### src/rtl/mem_port_arbiter_if.sv
// Bus bundle between the fetch/data requesters, the port arbiter and a single-ported memory.
// The slave modport is the arbiter's view; the master modport is the requester/memory side.
interface mem_port_arbiter_if;
  logic        if_req;
  logic [31:0] if_addr;
  logic [31:0] if_rdata;
  logic        if_ack;
  logic        if_stall;

  logic        dm_req;
  logic        dm_we;
  logic [3:0]  dm_be;
  logic [31:0] dm_addr;
  logic [31:0] dm_wdata;
  logic [31:0] dm_rdata;
  logic        dm_ack;
  logic        dm_stall;

  logic        mem_req;
  logic        mem_we;
  logic [3:0]  mem_be;
  logic [31:0] mem_addr;
  logic [31:0] mem_wdata;
  logic        mem_gnt;
  logic        mem_rvalid;
  logic [31:0] mem_rdata;

  modport slave (
    input  if_req, if_addr, dm_req, dm_we, dm_be, dm_addr, dm_wdata,
           mem_gnt, mem_rvalid, mem_rdata,
    output if_rdata, if_ack, if_stall, dm_rdata, dm_ack, dm_stall,
           mem_req, mem_we, mem_be, mem_addr, mem_wdata
  );

  modport master (
    output if_req, if_addr, dm_req, dm_we, dm_be, dm_addr, dm_wdata,
           mem_gnt, mem_rvalid, mem_rdata,
    input  if_rdata, if_ack, if_stall, dm_rdata, dm_ack, dm_stall,
           mem_req, mem_we, mem_be, mem_addr, mem_wdata
  );
endinterface

### src/rtl/mem_port_arbiter.sv
// Shares one memory port between instruction fetch and data accesses: data has priority,
// but a waiting fetch is forced through after STARVE_LIMIT consecutive data completions.
module mem_port_arbiter #(
  parameter int STARVE_LIMIT = 4
) (
  input logic               clk,
  input logic               rst_n,
  mem_port_arbiter_if.slave bus
);

  localparam int CNT_W = (STARVE_LIMIT < 1) ? 1 : $clog2(STARVE_LIMIT + 1);
  localparam logic [CNT_W-1:0] CNT_MAX = CNT_W'(STARVE_LIMIT);

  typedef enum logic [1:0] {IDLE, REQ, WAIT, DONE} state_t;

  state_t           state;
  state_t           state_nxt;
  logic             owner;
  logic             owner_nxt;
  logic [CNT_W-1:0] starve_cnt;
  logic             starved;
  logic             pick_fetch;
  logic             pick_data;

  logic             cmd_we;
  logic [3:0]       cmd_be;
  logic [31:0]      cmd_addr;
  logic [31:0]      cmd_wdata;
  logic [31:0]      if_rdata_q;
  logic [31:0]      dm_rdata_q;

  always_comb begin
    starved    = (starve_cnt == CNT_MAX);
    pick_fetch = bus.if_req && (!bus.dm_req || starved);
    pick_data  = bus.dm_req && !pick_fetch;
  end

  always_ff @(posedge clk or negedge rst_n) begin
    if (!rst_n) begin
      state <= IDLE;
      owner <= 1'b0;
    end else begin
      state <= state_nxt;
      owner <= owner_nxt;
    end
  end

  // Owner is only re-chosen in IDLE, so it stays valid through REQ/WAIT/DONE
  always_comb begin
    state_nxt = state;
    owner_nxt = owner;
    unique case (state)
      IDLE: begin
        if (pick_fetch || pick_data) begin
          state_nxt = REQ;
          owner_nxt = pick_data;
        end
      end
      REQ:  if (bus.mem_gnt)    state_nxt = WAIT;
      WAIT: if (bus.mem_rvalid) state_nxt = DONE;
      DONE: state_nxt = IDLE;
      default: state_nxt = IDLE;
    endcase
  end

  always_ff @(posedge clk or negedge rst_n) begin
    if (!rst_n) begin
      cmd_we    <= 1'b0;
      cmd_be    <= 4'h0;
      cmd_addr  <= 32'h0;
      cmd_wdata <= 32'h0;
    end else if (state == IDLE) begin
      if (pick_data) begin
        cmd_we    <= bus.dm_we;
        cmd_be    <= bus.dm_be;
        cmd_addr  <= bus.dm_addr;
        cmd_wdata <= bus.dm_wdata;
      end else if (pick_fetch) begin
        cmd_we    <= 1'b0;
        cmd_be    <= 4'hF;
        cmd_addr  <= bus.if_addr;
        cmd_wdata <= 32'h0;
      end
    end
  end

  // Write completions leave dm_rdata untouched; rvalid outside WAIT is ignored
  always_ff @(posedge clk or negedge rst_n) begin
    if (!rst_n) begin
      if_rdata_q <= 32'h0;
      dm_rdata_q <= 32'h0;
    end else if (state == WAIT && bus.mem_rvalid) begin
      if (!owner)       if_rdata_q <= bus.mem_rdata;
      else if (!cmd_we) dm_rdata_q <= bus.mem_rdata;
    end
  end

  always_ff @(posedge clk or negedge rst_n) begin
    if (!rst_n) begin
      starve_cnt <= '0;
    end else if (state == DONE) begin
      if (!owner)
        starve_cnt <= '0;
      else if (bus.if_req && !starved)
        starve_cnt <= starve_cnt + CNT_W'(1);
    end
  end

  always_comb begin
    bus.mem_req   = (state == REQ);
    bus.mem_we    = cmd_we;
    bus.mem_be    = cmd_be;
    bus.mem_addr  = cmd_addr;
    bus.mem_wdata = cmd_wdata;
    bus.if_ack    = (state == DONE) && !owner;
    bus.dm_ack    = (state == DONE) && owner;
    bus.if_rdata  = if_rdata_q;
    bus.dm_rdata  = dm_rdata_q;
  end

  assign bus.if_stall = bus.if_req && !bus.if_ack;
  assign bus.dm_stall = bus.dm_req && !bus.dm_ack;

endmodule

### src/flat_wrapper.sv
// flat-port wrapper written by rule: the top's interface ports become plain ports
module mem_port_arbiter_flat 
#(
  parameter int STARVE_LIMIT = 4
)
  (clk, rst_n, bus_if_req, bus_if_addr, bus_dm_req, bus_dm_we, bus_dm_be, bus_dm_addr, bus_dm_wdata, bus_mem_gnt, bus_mem_rvalid, bus_mem_rdata, bus_if_rdata, bus_if_ack, bus_if_stall, bus_dm_rdata, bus_dm_ack, bus_dm_stall, bus_mem_req, bus_mem_we, bus_mem_be, bus_mem_addr, bus_mem_wdata);
  mem_port_arbiter_if bus_i ();
  input logic clk;
  input logic rst_n;
  input wire logic [$bits(bus_i.if_req)-1:0] bus_if_req;
  input wire logic [$bits(bus_i.if_addr)-1:0] bus_if_addr;
  input wire logic [$bits(bus_i.dm_req)-1:0] bus_dm_req;
  input wire logic [$bits(bus_i.dm_we)-1:0] bus_dm_we;
  input wire logic [$bits(bus_i.dm_be)-1:0] bus_dm_be;
  input wire logic [$bits(bus_i.dm_addr)-1:0] bus_dm_addr;
  input wire logic [$bits(bus_i.dm_wdata)-1:0] bus_dm_wdata;
  input wire logic [$bits(bus_i.mem_gnt)-1:0] bus_mem_gnt;
  input wire logic [$bits(bus_i.mem_rvalid)-1:0] bus_mem_rvalid;
  input wire logic [$bits(bus_i.mem_rdata)-1:0] bus_mem_rdata;
  output wire logic [$bits(bus_i.if_rdata)-1:0] bus_if_rdata;
  output wire logic [$bits(bus_i.if_ack)-1:0] bus_if_ack;
  output wire logic [$bits(bus_i.if_stall)-1:0] bus_if_stall;
  output wire logic [$bits(bus_i.dm_rdata)-1:0] bus_dm_rdata;
  output wire logic [$bits(bus_i.dm_ack)-1:0] bus_dm_ack;
  output wire logic [$bits(bus_i.dm_stall)-1:0] bus_dm_stall;
  output wire logic [$bits(bus_i.mem_req)-1:0] bus_mem_req;
  output wire logic [$bits(bus_i.mem_we)-1:0] bus_mem_we;
  output wire logic [$bits(bus_i.mem_be)-1:0] bus_mem_be;
  output wire logic [$bits(bus_i.mem_addr)-1:0] bus_mem_addr;
  output wire logic [$bits(bus_i.mem_wdata)-1:0] bus_mem_wdata;
  assign bus_i.if_req = bus_if_req;
  assign bus_i.if_addr = bus_if_addr;
  assign bus_i.dm_req = bus_dm_req;
  assign bus_i.dm_we = bus_dm_we;
  assign bus_i.dm_be = bus_dm_be;
  assign bus_i.dm_addr = bus_dm_addr;
  assign bus_i.dm_wdata = bus_dm_wdata;
  assign bus_i.mem_gnt = bus_mem_gnt;
  assign bus_i.mem_rvalid = bus_mem_rvalid;
  assign bus_i.mem_rdata = bus_mem_rdata;
  assign bus_if_rdata = bus_i.if_rdata;
  assign bus_if_ack = bus_i.if_ack;
  assign bus_if_stall = bus_i.if_stall;
  assign bus_dm_rdata = bus_i.dm_rdata;
  assign bus_dm_ack = bus_i.dm_ack;
  assign bus_dm_stall = bus_i.dm_stall;
  assign bus_mem_req = bus_i.mem_req;
  assign bus_mem_we = bus_i.mem_we;
  assign bus_mem_be = bus_i.mem_be;
  assign bus_mem_addr = bus_i.mem_addr;
  assign bus_mem_wdata = bus_i.mem_wdata;
  mem_port_arbiter #(.STARVE_LIMIT(STARVE_LIMIT)) u_core (.clk(clk), .rst_n(rst_n), .bus(bus_i));
endmodule
### config.mk
export PLATFORM = sky130hd
export DESIGN_NAME = mem_port_arbiter_flat
export DESIGN_NICKNAME = d
export VERILOG_FILES = /design/src/rtl/mem_port_arbiter_if.sv /design/src/rtl/mem_port_arbiter.sv /design/src/flat_wrapper.sv
export SDC_FILE = /design/constraint.sdc
export NUM_CORES = 1
export LEC_CHECK = 0
export ABC_AREA = 0
export CORE_UTILIZATION = 42
export CTS_BUF_LIST = sky130_fd_sc_hd__clkbuf_8
export DETAILED_ROUTE_END_ITERATION = 6
export PLACE_DENSITY = 0.85
export SLEW_MARGIN = 20
export SYNTH_ARGS = -nofsm -noshare
export SYNTH_HDL_FRONTEND = slang
export SYNTH_SLANG_ARGS = --single-unit
### constraint.sdc
create_clock -name clk -period 2.2 [get_ports clk]
set_input_delay 0.55 -clock clk [delete_from_list [all_inputs] [get_ports clk]]
set_output_delay 0.55 -clock clk [all_outputs]
set_load 0.01 [all_outputs]
# Word level (Yosys, flattened, before mapping)
# Cells that the tools add are included.
dict set report classes {
  n_bitwise 2
  reduce_logical 24
  eq_ne 8
  mux 14
  addsub 1
}
# cell count
set op_table {}
lappend op_table {{32-bit two-way mux} 4}
lappend op_table {{1-bit logical AND} 8}
lappend op_table {{4-bit two-way mux} 2}
lappend op_table {{2-bit case mux with 4 select lines} 1}
lappend op_table {{2-bit AND reduction} 4}
lappend op_table {{1-bit zero test} 6}
lappend op_table {{2-bit two-way mux} 3}
lappend op_table {{3-bit two-way mux} 2}
lappend op_table {{2-bit != test, second input constant} 3}
lappend op_table {{3-bit AND reduction} 2}
lappend op_table {{2-bit equality test, second input constant} 2}
lappend op_table {{3-bit by 1-bit adder with 3-bit output, second input constant} 1}
lappend op_table {{3-bit equality test, second input constant} 1}
lappend op_table {{2-bit by 1-bit equality test with 1-bit output, second input constant} 1}
lappend op_table {{2-bit zero test} 1}
lappend op_table {{1-bit logical OR} 2}
lappend op_table {{1-bit two-way mux} 2}
lappend op_table {{2-bit by 1-bit != test with 1-bit output, second input constant} 1}
lappend op_table {{1-bit inverter} 2}
lappend op_table {{2-bit nonzero test} 1}
dict set report word_totals {
  regBits 139
  inputBits 139
  output_inout_bits 138
  elab_cells 58
}

# Longest topological paths before layout
dict set report logic_depth {
  ltp_word 8
  depth_mapped 8
}

# Least setup slack after synthesis
# OpenSTA, ideal clock, no wires.
dict set report synth_path {
  path_type {in2out}
  start {input bus_dm_req}
  end {output bus_dm_stall}
  path_buffers 2
  arrival_ns 1.226
  slack_ns 0.424
  cell_stages 3
  path_cell_list {buf_2 > buf_1 > nor2b_1}
}
dict set report synth_via {
  elab_chain_cells 1
}
# item line_no
set synth_lines {}
lappend synth_lines {{start, declared} flat_wrapper.sv:12} ;# input wire logic [$bits(bus_i.dm_req)-1:0] bus_dm_req;
lappend synth_lines {{1-bit logical AND} mem_port_arbiter.sv:122} ;# assign bus.dm_stall = bus.dm_req && !bus.dm_ack;
lappend synth_lines {{end, declared} flat_wrapper.sv:25} ;# output wire logic [$bits(bus_i.dm_stall)-1:0] bus_dm_stall;
# No other way between the ends.

# Final worst setup path
dict set report layout_path {
  start {register u_core.state[0]}
  end {output bus_dm_ack}
}
dict set report layout_via {
  elab_chain_cells 2
}
# item line_no
set layout_lines {}
lappend layout_lines {{start, declared} mem_port_arbiter.sv:16} ;# state_t state;
lappend layout_lines {{start signal, assigned} mem_port_arbiter.sv:43} ;# state <= state_nxt;
lappend layout_lines {{2-bit equality test} mem_port_arbiter.sv:116} ;# bus.dm_ack = (state == DONE) && owner;
lappend layout_lines {{1-bit logical AND} mem_port_arbiter.sv:116}
lappend layout_lines {{end, declared} flat_wrapper.sv:24} ;# output wire logic [$bits(bus_i.dm_ack)-1:0] bus_dm_ack;
# No other way between the ends.

==> results.toml <==
[status]
status = "complete, no violations"

[power]
leakagePower_nw = 3.891
p_switching_mw = 4.239
pwr-share-comb_pct = 48.2
p_int_mw = 8.420
power_frac_clock_pct = 16.3
peakVddDrop_mv = 0.5589
p_total_mw = 12.66
p_per_area_nw_per_um2 = 1377
seqPwrFrac_pct = 35.4
switching_share_pct = 33.48

[worst_setup_path]
start_kind = "flip-flop"
worst_path_dominant_cell_family = "flip-flops"
cp.required_ns = 1.65
reg2reg_depth = 5
r2r-start = "u_core.state[0]$_DFFE_PN0P_"
crit_path_cell_trace = "ha_2 > and2_1 > dlygate4sd2_1"
slowest_delay_ns = 0.41
timing.rr.end = "u_core.bus.mem_be[3]$_DFFE_PN0P_"
worstPathArrival_ns = 1.53
worstPathMaxFanout = 4
criticalPathCategory = "flip-flop to output pin"
crit_path_top_delay_cell = "dfrtp_1"
worst_setup_path_end_kind = "output pin"
r2r_slack_ns = 0.48
crit_buf_inv = 1

[die]
dieArea_um2 = 14320
rows = 42
ios = 277
fp.dieH_um = 119.7
start_util_pct = 43.57
core_area_um2 = 13350
fp.dieW_um = 119.7

[sta]
period_share_pct = 94.76
fin_skew_ns = 0.01185
fmax_mhz = 479.7
hold_ws_ns = 0.02511
maxSlewHeadroom_pct = 70.73
fin_tns_setup_ns = 0
tightest_slew_ns = 0.4352
drv_slew = 0
hold_violations = 0
post-route-min-period_ns = 2.085
setup_viol = 0
rsz0062_at_grt = "false"

[cts]
cts_tree = "yes"
clk_latency_ns = 0.44
cts.sink_count = 139
cts_buffer_depth = 2
htree_levels = 4
clk_pin_slew_ns = 0.08
cts_made_buffers = 17
root_buffer = "clkbuf_8"

[logic_synthesis]
ys_ff_latch = 139
syn_avg_cell_area_um2 = 13.07
ys_top_cells_by_count = "dfrtp_1, mux2_2, nand2_1"
synth_top_cell_area_share_pct = 59.81
ys_top_cells_by_area = "dfrtp_1, mux2_2, a22o_1, nand2_1, nand4_1"
synth_warnings = 0
synth_flop_cell = "dfrtp_1"
seq_area_frac_synth_pct = 59.81
yosys.area.top_type = "dfrtp_1"
syn_area_um2 = 5816
ys_async_sr_fraction_pct = 100.0
synth-edff-count = 0
syn_inst = 445
synth.distinct_cells = 33
synth_nets = 590
synth.most_common_cell = "dfrtp_1"

[route]
drc = 0
drt_wl_total_um = 16640
wl_per_cell_um = 18.27
drtAntennaViolNets = 0
vias_per_cell = 5.250
drt_pass1_iterations = 4
dr.first_iter.drc_count = 379
vias = 4783

[place]
dp.cells = 878
io_buffers = 276
dp.final_hpwl_um = 12390
gp_congestion = 0.8204

[global_routing]
grt_pass1_vias = 4917
overflow = 0
antenna_found_initial = 0
grt_first_pass_wirelength_um = 26070
grt_max_degree = 50
grt_usage_pct = 23.64

[hold_path]
hp-class = "input pin to asynchronous set/reset pin"

[cells_and_area]
final_core_util_pct = 68.85
area_growth_pct = 58.02
n_antenna_cell = 0
drive_gt1_share_pct = 18.50
fin_nets = 867
nFillCells = 970
final_cells = 911

[flow_run]
cap_violations = 0
[layer usage]
metal	vias to the layer above	track usage (%)	wire length, µm
li1	2173	-	-
met1	2352	28.52	6746
met2	223	40.39	8300
met3	35	6.369	1176
met4	0	8.750	419
met5	-	0	0
[layout by cell type, fill, tap and decap left out, types with 2 or more instances in the layout]
| cell type | instances |
|---|---|
| buf_2 | 2 |
| clkdlybuf4s50_1 | 270 |
| ha_1 | 5 |
| o211ai_2 | 13 |
| clkbuf_8 | 19 |
| mux2_2 | 65 |
| inv_6 | 3 |
| o211ai_1 | 19 |
| clkinv_4 | 2 |
| nand4_1 | 32 |
| dlygate4sd2_1 | 3 |
| bufinv_16 | 2 |
| o22a_1 | 4 |
| dfrtp_1 | 139 |
| inv_1 | 6 |
| clkinvlp_4 | 3 |
| nand3_1 | 2 |
| o21ai_0 | 2 |
| nand4b_1 | 2 |
| and2_1 | 2 |
| buf_4 | 12 |
| nand2_1 | 65 |
| clkinv_2 | 3 |
| nor2b_1 | 5 |
| buf_12 | 7 |
| a22o_1 | 33 |
[logic make-up (layout without fill, tap and decap cells)]
logic type                 count (synthesis)  after routing  synth area share (%)
adders and majority gates                  6              6                 1.291
buffers and inverters                     43            333                 4.561
DFF                                      139            139                 59.81
muxes                                     66             66                 12.76
and+or+nand+nor                          111            111                 9.337
AOI/OAI and AO/OA                         80             80                 12.24
[metrics by stage]
step | setup slack (ns) | instance area, µm²
after floorplan | 0.4237 | 5816
after global placement | -0.2004 | 8791
after detailed placement | -0.1799 | 8791
after CTS | 0.01699 | 9186
after global routing | 0.007716 | 9190
final | 0.1153 | 9190
[worst max path at each step]
stage	startpoint	to	slack (ns)	depth (start not counted)
after floorplan	bus_dm_req	bus_dm_stall	0.42	3
after global placement	bus_dm_req	bus_dm_stall	-0.20	3
after detailed placement	bus_if_req	bus_if_stall	-0.18	3
after CTS	u_core.state[0]$_DFFE_PN0P_	bus_if_stall	0.02	4
after global routing	u_core.state[0]$_DFFE_PN0P_	bus_if_ack	0.008	3
final	u_core.state[0]$_DFFE_PN0P_	bus_dm_ack	0.12	3
[power groups by stage]
stage	registers, mW	logic, mW	clock network [mW]
final	4.49	6.10	2.07
after global routing	4.63	6.52	2.23
after CTS	4.49	6.16	2.11
after detailed placement	4.52	6.16	0
after global placement	4.43	5.97	0
after floorplan	4.98	2.27	0
[final cells by class]
| cell class | instances | area, µm² | share of cell area [%] |
|---|---|---|---|
| Sequential cell | 139 | 3478 | 37.85 |
| Timing Repair Buffer | 295 | 2980 | 32.43 |
| Multi-Input combinational cell | 263 | 2086 | 22.70 |
| Clock inverter | 13 | 141.4 | 1.538 |
| Clock buffer | 19 | 261.5 | 2.845 |
| Tap cell | 176 | 220.2 | 2.396 |
| Inverter | 6 | 22.52 | 0.2451 |
[registers in the layout, summed over array words and instances, names as in the netlist]
register,cells
u_core.starve_cnt,3
u_core.owner,1
u_core.bus.dm_rdata,32
u_core.bus.mem_wdata,32
u_core.bus.mem_addr,32
u_core.bus.mem_be,4
u_core.bus.if_rdata,32
u_core.bus.mem_we,1
u_core.state,2
[what timing repair did]
action | 4_1_cts | 5_1_grt
hold buffers | 0 | 0
setup buffers | 0 | 1
gates resized for setup | 10 | 2
endpoints found under the setup margin | 5 | 3
Note: power is estimated with default switching activity, not from simulation.
